**src/rtl/product_bcd_display.sv**
```systemverilog
// product_bcd_display
//  Captures an 8-bit product on a load pulse and converts it to BCD with a
//  sequential shift-add-3 (double dabble) engine. It then scans the latched
//  result onto an active-low, multiplexed 7-segment display.
//  Optional macro LEADING_ZERO_BLANK_EN: blanks leading zero digits. The units
//  digit is never blanked. When the macro is undefined, every digit is shown.
module product_bcd_display #(
  parameter int WIDTH       = 8,
  parameter int DIGITS      = 3,
  parameter int REFRESH_CNT = 100000
) (
  input  logic                clk,
  input  logic                rst,
  input  logic [WIDTH-1:0]    M,
  input  logic                load,
  output logic                busy,
  output logic                done,
  output logic [4*DIGITS-1:0] bcd,
  output logic [6:0]          seg,
  output logic [3:0]          an
);

  localparam int BW    = 4 * DIGITS;
  localparam int CW    = $clog2(REFRESH_CNT);
  localparam int IW    = (DIGITS > 1) ? $clog2(DIGITS) : 1;
  localparam int NW    = $clog2(WIDTH + 1);
  localparam int NSLOT = 1 << IW;

  typedef enum logic [1:0] {IDLE, SHIFT, DONE} state_t;

  state_t          state_reg, state_next;
  logic [WIDTH-1:0] shreg_reg, shreg_next;
  logic [BW-1:0]   scratch_reg, scratch_next, scratch_adj;
  logic [NW-1:0]   bitcnt_reg, bitcnt_next;
  logic            busy_reg, busy_next;
  logic            done_reg, done_next;
  logic [BW-1:0]   bcd_reg, bcd_next;

  logic [CW-1:0]   cnt_reg;
  logic [IW-1:0]   idx_reg;
  logic [6:0]      seg_reg, seg_next;
  logic [3:0]      an_reg, an_next;
  logic [3:0]      nib [NSLOT];
  logic [NSLOT-1:0] lz;

  // 7-segment decode, {g,f,e,d,c,b,a}, active low; non-decimal codes are blank
  function automatic logic [6:0] seg_decode(input logic [3:0] d);
    case (d)
      4'd0:    seg_decode = 7'b1000000;
      4'd1:    seg_decode = 7'b1111001;
      4'd2:    seg_decode = 7'b0100100;
      4'd3:    seg_decode = 7'b0110000;
      4'd4:    seg_decode = 7'b0011001;
      4'd5:    seg_decode = 7'b0010010;
      4'd6:    seg_decode = 7'b0000010;
      4'd7:    seg_decode = 7'b1111000;
      4'd8:    seg_decode = 7'b0000000;
      4'd9:    seg_decode = 7'b0010000;
      default: seg_decode = 7'b1111111;
    endcase
  endfunction

  // Add-3 correction: any scratch nibble >= 5 would overflow past 9 when doubled
  genvar gi;
  generate
    for (gi = 0; gi < DIGITS; gi++) begin : g_adj
      assign scratch_adj[4*gi +: 4] = (scratch_reg[4*gi +: 4] >= 4'd5) ?
                                      scratch_reg[4*gi +: 4] + 4'd3 :
                                      scratch_reg[4*gi +: 4];
    end
  endgenerate

  // Conversion FSM next-state logic; done/busy/bcd are registered outputs
  always_comb begin
    state_next   = state_reg;
    shreg_next   = shreg_reg;
    scratch_next = scratch_reg;
    bitcnt_next  = bitcnt_reg;
    busy_next    = busy_reg;
    done_next    = 1'b0;
    bcd_next     = bcd_reg;
    case (state_reg)
      IDLE: begin
        if (load) begin
          shreg_next   = M;
          scratch_next = '0;
          bitcnt_next  = '0;
          busy_next    = 1'b1;
          state_next   = SHIFT;
        end
      end
      SHIFT: begin
        {scratch_next, shreg_next} = {scratch_adj, shreg_reg} << 1;
        bitcnt_next = bitcnt_reg + 1'b1;
        if (bitcnt_reg == NW'(WIDTH - 1)) begin
          state_next = DONE;
        end
      end
      DONE: begin
        // Only a completed conversion reaches bcd, so the display never shows partial results
        done_next  = 1'b1;
        busy_next  = 1'b0;
        bcd_next   = scratch_reg;
        state_next = IDLE;
      end
      default: state_next = IDLE;
    endcase
  end

  // Conversion state registers; reset aborts any conversion in flight
  always_ff @(posedge clk) begin
    if (rst) begin
      state_reg   <= IDLE;
      shreg_reg   <= '0;
      scratch_reg <= '0;
      bitcnt_reg  <= '0;
      busy_reg    <= 1'b0;
      done_reg    <= 1'b0;
      bcd_reg     <= '0;
    end else begin
      state_reg   <= state_next;
      shreg_reg   <= shreg_next;
      scratch_reg <= scratch_next;
      bitcnt_reg  <= bitcnt_next;
      busy_reg    <= busy_next;
      done_reg    <= done_next;
      bcd_reg     <= bcd_next;
    end
  end

  // Per-slot digit and leading-zero flag. Slots beyond DIGITS are padded so
  // the index never selects an undefined entry.
  generate
    for (gi = 0; gi < NSLOT; gi++) begin : g_slot
      if (gi < DIGITS) begin : g_real
        assign nib[gi] = bcd_reg[4*gi +: 4];
`ifdef LEADING_ZERO_BLANK_EN
        if (gi == 0) begin : g_units
          assign lz[gi] = 1'b0;
        end else begin : g_upper
          assign lz[gi] = (bcd_reg[BW-1:4*gi] == '0);
        end
`else
        assign lz[gi] = 1'b0;
`endif
      end else begin : g_pad
        assign nib[gi] = 4'hF;
        assign lz[gi]  = 1'b1;
      end
    end
  endgenerate

  // Anode pattern: a single low bit at the scanned digit; unused positions stay high
  generate
    for (gi = 0; gi < 4; gi++) begin : g_an
      if (gi < DIGITS) begin : g_used
        assign an_next[gi] = (idx_reg != IW'(gi));
      end else begin : g_unused
        assign an_next[gi] = 1'b1;
      end
    end
  endgenerate

  // Segment pattern for the digit currently being scanned
  always_comb begin
    seg_next = seg_decode(nib[idx_reg]);
    if (lz[idx_reg]) begin
      seg_next = 7'b1111111;
    end
  end

  // Refresh timer and digit index; seg/an are registered together from the index
  always_ff @(posedge clk) begin
    if (rst) begin
      cnt_reg <= '0;
      idx_reg <= '0;
      seg_reg <= 7'b1111111;
      an_reg  <= 4'b1111;
    end else begin
      if (cnt_reg == CW'(REFRESH_CNT - 1)) begin
        cnt_reg <= '0;
        idx_reg <= (idx_reg == IW'(DIGITS - 1)) ? '0 : idx_reg + 1'b1;
      end else begin
        cnt_reg <= cnt_reg + 1'b1;
      end
      seg_reg <= seg_next;
      an_reg  <= an_next;
    end
  end

  assign busy = busy_reg;
  assign done = done_reg;
  assign bcd  = bcd_reg;
  assign seg  = seg_reg;
  assign an   = an_reg;

endmodule

```
**config.mk**
```make
export PLATFORM = sky130hd
export DESIGN_NAME = product_bcd_display
export DESIGN_NICKNAME = d
export VERILOG_FILES = /design/src/rtl/product_bcd_display.sv
export SDC_FILE = /design/constraint.sdc
export NUM_CORES = 1
export LEC_CHECK = 0
export CAP_MARGIN = 10
export CORE_MARGIN = 2
export CORE_UTILIZATION = 56
export CTS_CLUSTER_DIAMETER = 120
export DETAILED_ROUTE_END_ITERATION = 10
export PLACE_DENSITY_LB_ADDON = 0.12
export SLEW_MARGIN = 20
export SYNTH_ARGS = -nofsm -noshare
export SYNTH_HDL_FRONTEND = slang
export SYNTH_SLANG_ARGS = --single-unit
```
**constraint.sdc**
```tcl
create_clock -name clk -period 2 [get_ports clk]
set_input_delay 0.5 -clock clk [delete_from_list [all_inputs] [get_ports clk]]
set_output_delay 0.5 -clock clk [all_outputs]
set_load 0.01 [all_outputs]
```
Word level (Yosys, flattened, before mapping)
Memories as Yosys holds them, arrays and structs flattened. A register that Yosys moved wholly into a read port is not among the register bits. Cells that the tools add are included.

Memories: 1. Output and inout bits: 25. Input port bits: 11. Memory bits (read-only): 112. Bits in registers: 63. Word-level logic and storage cells: 63.

Memory list: (name not given) (words 16, width 7, rd ports 1, clocked after memory_dff 1, wr ports 0, line 48) `case (d)`.

Eq/ne operators: 9. Muxes and demuxes: 21. $add $sub $neg: 6. $lt $le $gt $ge: 5. Bitwise operators: 1. Reduce and logical (&&, ||, !) cells: 9.

Operator list (count): case mux 12 bit (2 select lines) (1); 2-to-1 mux 4 bit (5); adder 17 x 1 -> 17 bit (second input constant) (1); == test 17 bit (second input constant) (1); case mux 8 bit (2 select lines) (1); greater-or-equal comparator 4 x 3 -> 1 bit (second input constant) (3); 2-to-1 mux 12 bit (1); adder 4 x 2 -> 4 bit (second input constant) (2); binary-select mux 4 bit (select 2 bit) (1); 2-to-1 mux 8 bit (1); case mux 4 bit (2 select lines) (1); 2-to-1 mux 2 bit (3); != test 2 bit (second input constant) (3); AND reduction 2 bit (3); nonzero test 2 bit (3); adder 4 x 1 -> 4 bit (second input constant) (1); == test 2 bit (second input constant) (2); == test 4 x 3 -> 1 bit (second input constant) (1); case mux 2 bit (2 select lines) (1); OR reduction 2 bit (2); adder 3 x 2 -> 3 bit (second input constant) (1); greater-or-equal comparator 3 bit (second input constant) (1); < comparator 2 x 3 -> 1 bit (second input constant) (1); 2-to-1 mux 1 bit (3); 8 further kinds (8).

Longest topological paths before layout
Depth after elaboration: 4. Depth in mapped cells: 8. Mapped depth without buffers: 7.

Worst setup path after synthesis
OpenSTA, ideal clock, no wires.

Kind: register -> register. From: register idx_reg[1]. To: register seg_reg[6] (netlist: seg[6]). Data arrival time: 1.673 ns. Cell stages (with the launch flop): 8. Buffers on the path: 1. Period minus slack after synthesis: 1.797 ns. Data required time: 1.876 ns. Setup time: 0.124 ns. Path slack: 0.203 ns. Cell sequence: dfxtp_1 buf_6 mux2_2 o22ai_1 inv_1 ha_1 nor3_1 o21ai_1.

Cells in the longest elaborated chain, start to end: 4. Elaborated cells between the ends (all ways): 7. Those cells by class: mux (5); bitwise (1); reduce/logical (1).

Ends and longest elaborated chain: start: declaration (line 40) `logic [IW-1:0] idx_reg;`; start signal: assignment (line 182) `idx_reg <= (idx_reg == IW'(DIGITS - 1)) ? '0 : idx_reg + 1'b1;`; NOT 2 -> 3 bit (implied by the code) (line 166) `seg_next = seg_decode(nib[idx_reg]);`; binary-select mux 4 bit (select 2 bit) (line 166); 2-to-1 mux 4 bit (implied by the code) (2 in series) (line 166); end: declaration (line 41) `logic [6:0] seg_reg, seg_next;`.

Several ways; a longest one is shown, not always the timed one. The select of a mux whose other input is x is not followed. A chain may end at the register's enable or synchronous reset.

Final worst setup path
From: register bcd_reg[6] (netlist: bcd[6]). To: output port bcd[6].

RTL lines: start: declaration (line 37) `logic [BW-1:0] bcd_reg, bcd_next;`; start signal: assignment (line 127) `bcd_reg <= bcd_next;`; end: declaration (line 18) `output logic [4*DIGITS-1:0] bcd,`.

No word-level cell between the ends.

==> out/summary.json <==
{
  "timing.critical_path.from": "bcd[6]",
  "min_delay_worst_endpoint": "cnt_reg[0]",
  "gp_congestion": 0.820,
  "power.share.combinational": 0.065,
  "synth.ff_latch_count": 69,
  "placeableCoreArea_mm2": 0.00547,
  "tcrit_tclk_final": 0.907,
  "tritoncts": "done",
  "reported_net_switching_power_mw": 0.576,
  "placed_cells_incl_taps": 476,
  "power.density_mw_per_mm2": 688,
  "worst_r2r_endpoint": "seg[4]",
  "holdPathStages": 1,
  "cts_buf_count": 9,
  "port_buffers": 34,
  "critPathArrivalTime_ns": 1.31,
  "timing.final.hold_violations": 0,
  "timing.reg2reg.setup_slack_ns": 0.21,
  "criticalPathCategory": "register to output pin",
  "insertedDiodeCount": 0,
  "drtAntennaViolNets": 0,
  "synth_area_mm2": 0.00315,
  "final.min_clock_period_ns": 1.81,
  "netlist_instances": 378,
  "slowest_stage": "sky130_fd_sc_hd__clkdlybuf4s50_1",
  "floorplan.rows": 27,
  "finish.net_count": 439,
  "final_cell_count_no_fill": 490,
  "synth_compound_gate_area_share": 0.162,
  "cts.sinks": 69,
  "cts-root-to-sink-buffers": 2,
  "vdd_ir_max_v": 0.000474,
  "drt-total-wl_um": 6450,
  "met2RoutedLength_um": 2880,
  "max_cap_violations": 0,
  "antenna_found_initial": 0,
  "r2r_cells": 7,
  "setup.worst_path.start_class": "register",
  "setup_tns_ns": 0,
  "overflow": 0,
  "mostFrequentLayoutCells": "68 x sky130_fd_sc_hd__dfxtp_1, 48 x sky130_fd_sc_hd__nand2_1, 47 x sky130_fd_sc_hd__nor2_1",
  "synth_top_family_by_area": "simple AND/OR/NAND/NOR gates",
  "hold_ws_ns": 0.471,
  "power.total_mw": 2.56,
  "critical_path.n_buffers_inverters": 1,
  "synthXorXnorAreaFrac": 0.0583,
  "syn_nets": 402,
  "cts_root_buf": "sky130_fd_sc_hd__clkbuf_8",
  "max_stage_delay_ns": 0.57,
  "finalMaxSlewViolations": 0,
  "avgSynthCellArea_um2": 8.34,
  "worstPathMaxFanout": 4,
  "synth_sequential_area_ratio": 0.438,
  "crit_path_end_kind": "output pin",
  "top_level_ports": 36,
  "p_leak_nw": 1.45,
  "dp_hpwl_um": 4410,
  "report.final.setup_viol": 0,
  "timing.hold.worst.start": "cnt_reg[0]",
  "detail_route.wl_per_cell_um": 13.2,
  "met1_length_um": 3160,
  "vias": 2646,
  "grt_pass1_wl_um": 11500,
  "muxShareOfSynthArea": 0.0242,
  "drt_iter0_drc": 108,
  "worstReg2RegStart": "idx_reg[1]",
  "seq_power_share": 0.559,
  "status": "finished, final reports clean",
  "h-tree-depth": 3,
  "fraction_of_layout_instances_using_a_drive_strength_above_1": 0.0885,
  "die_h_um": 79.0,
  "layout.filler_cells": 481,
  "synthToLayoutAreaGrowth_pct": 17.9,
  "layout_commonest_cell": "sky130_fd_sc_hd__dfxtp_1",
  "achievable-frequency_mhz": 551,
  "critical_path_required_ns": 1.50,
  "swShare": 0.225,
  "grt_max_degree": 34,
  "initial_util": 0.576,
  "clk_pin_slew_worst_paths_ns": 0.06,
  "rsz0062_at_grt": "false",
  "die_w_um": 79.0,
  "detailedRoute.firstPassIterationCount": 5,
  "cp_delay_by_family_top": "buffers and inverters",
  "drc": 0,
  "hold_path.class": "register to register",
  "path_cells": "clkdlybuf4s50_1",
  "via_count_of_the_first_global_routing_pass": 2465,
  "multiInputGateArea_mm2": 0.00158,
  "clock_power_share": 0.377,
  "topRoutingLayerUsed": "met4",
  "die-area_mm2": 0.00625,
  "detail_route.vias_per_cell": 5.40,
  "route.met3.wl_um": 280,
  "area.sequential_mm2": 0.00138,
  "grt_util_all_layers": 0.230,
  "post_synth_and_or_nand_nor_area_fraction": 0.203,
  "insertion_delay_ns": 0.33,
  "synthesis.yosys.warnings": 0,
  "synth_adder_area_share": 0.0516,
  "synth_cell_types": 47,
  "intPower_mw": 1.98,
  "worst_clock_skew_ns": 0.00452,
  "largest_register_ffs": 17
}
==> worst reg2reg max path, cell delays in order (launching register included) <==
cell                      delay (ns)
sky130_fd_sc_hd__dfxtp_2        0.43
sky130_fd_sc_hd__mux2_2         0.36
sky130_fd_sc_hd__o22ai_1        0.22
sky130_fd_sc_hd__buf_4          0.20
sky130_fd_sc_hd__ha_1           0.16
sky130_fd_sc_hd__o21ai_0        0.09
sky130_fd_sc_hd__a21oi_1        0.13
sky130_fd_sc_hd__o21ai_0        0.09
==> power by group through the flow <==
stage	clock network (mW)	registers [mW]	logic, mW
floorplan	0	1.46	0.104
CTS	0.990	1.43	0.167
finish	0.964	1.43	0.166
global route	1.05	1.43	0.189
global placement	0	1.46	0.162
detailed placement	0	1.46	0.166
==> metrics by stage <==
| step | instance area [um2] | worst slack, ns | util |
|---|---|---|---|
| 2_1_floorplan | 3150 | 0.203 | - |
| 3_3_place_gp | 3550 | 0.222 | 0.649 |
| 3_5_place_dp | 3550 | 0.131 | 0.649 |
| 4_1_cts | 3720 | 0.121 | 0.679 |
| 5_1_grt | 3720 | 0.0899 | 0.679 |
| 6_report | 3720 | 0.185 | 0.679 |
==> layout make-up <==
type | count | area share
repair buffers | 46 | 0.116
well taps | 72 | 0.0242
clock inverters | 2 | 0.00269
flip-flops and latches | 69 | 0.372
clock buffers | 12 | 0.0417
multi-input cells | 270 | 0.424
inverters | 19 | 0.0192
==> synthesized netlist by cell type, drive strengths merged <==
master  instances  share of area
a22oi          10          0.024
nand4           3         0.0079
or2             2         0.0040
conb            1         0.0012
nor4bb          1         0.0032
a211oi          1         0.0024
and4            1         0.0028
inv            18          0.021
nand2b          7          0.014
clkbuf         12          0.021
o22a            2         0.0056
clkinv          1         0.0012
nor2b           3         0.0067
a21o            3         0.0071
a21oi          39          0.063
buf             8          0.018
o211ai          2         0.0048
dfxtp          69           0.44
mux2            5          0.018
nand2          48          0.057
mux2i           2         0.0063
or3             2         0.0040
nor3            9          0.014
nand3          10          0.016
xnor2          12          0.033
o21bai          1         0.0024
ha             13          0.052
xor2            9          0.025
nor4            2         0.0040
and3            5          0.010
o21ai          21          0.033
nor2           47          0.056
o22ai           6          0.014
and4b           1         0.0032
a32oi           2         0.0056
==> how the worst max path moves through the flow <==
| stage | slack [ns] | end | depth (start not counted) |
|---|---|---|---|
| after floorplan | 0.20 | seg[6] | 7 |
| after global placement | 0.22 | seg[4] | 7 |
| after detailed placement | 0.13 | seg[4] | 7 |
| after CTS | 0.12 | seg[4] | 7 |
| after global routing | 0.09 | seg[4] | 7 |
| final | 0.19 | bcd[6] | 1 |
==> routing by layer <==
layer	global-route usage	vias up
met5	0	-
met4	0.0983	0
met3	0.0364	13
met2	0.356	57
met1	0.319	1221
li1	-	1355
==> cell families after synthesis <==
logic type	count (synthesis)
AOI/OAI and AO/OA	87
adders and majority gates	13
DFF	69
muxes	7
and+or+nand+nor	141
xor gates and xnor gates	21
buffers and inverters	39
other	1
==> what timing repair did <==
| item | CTS | global route |
|---|---|---|
| hold buffers | 0 | 0 |
| endpoints found under the setup margin | 0 | 2 |
| buffers inserted | 0 | 0 |
| gates resized for setup | 0 | 1 |
(Power assumes the default switching activity.)
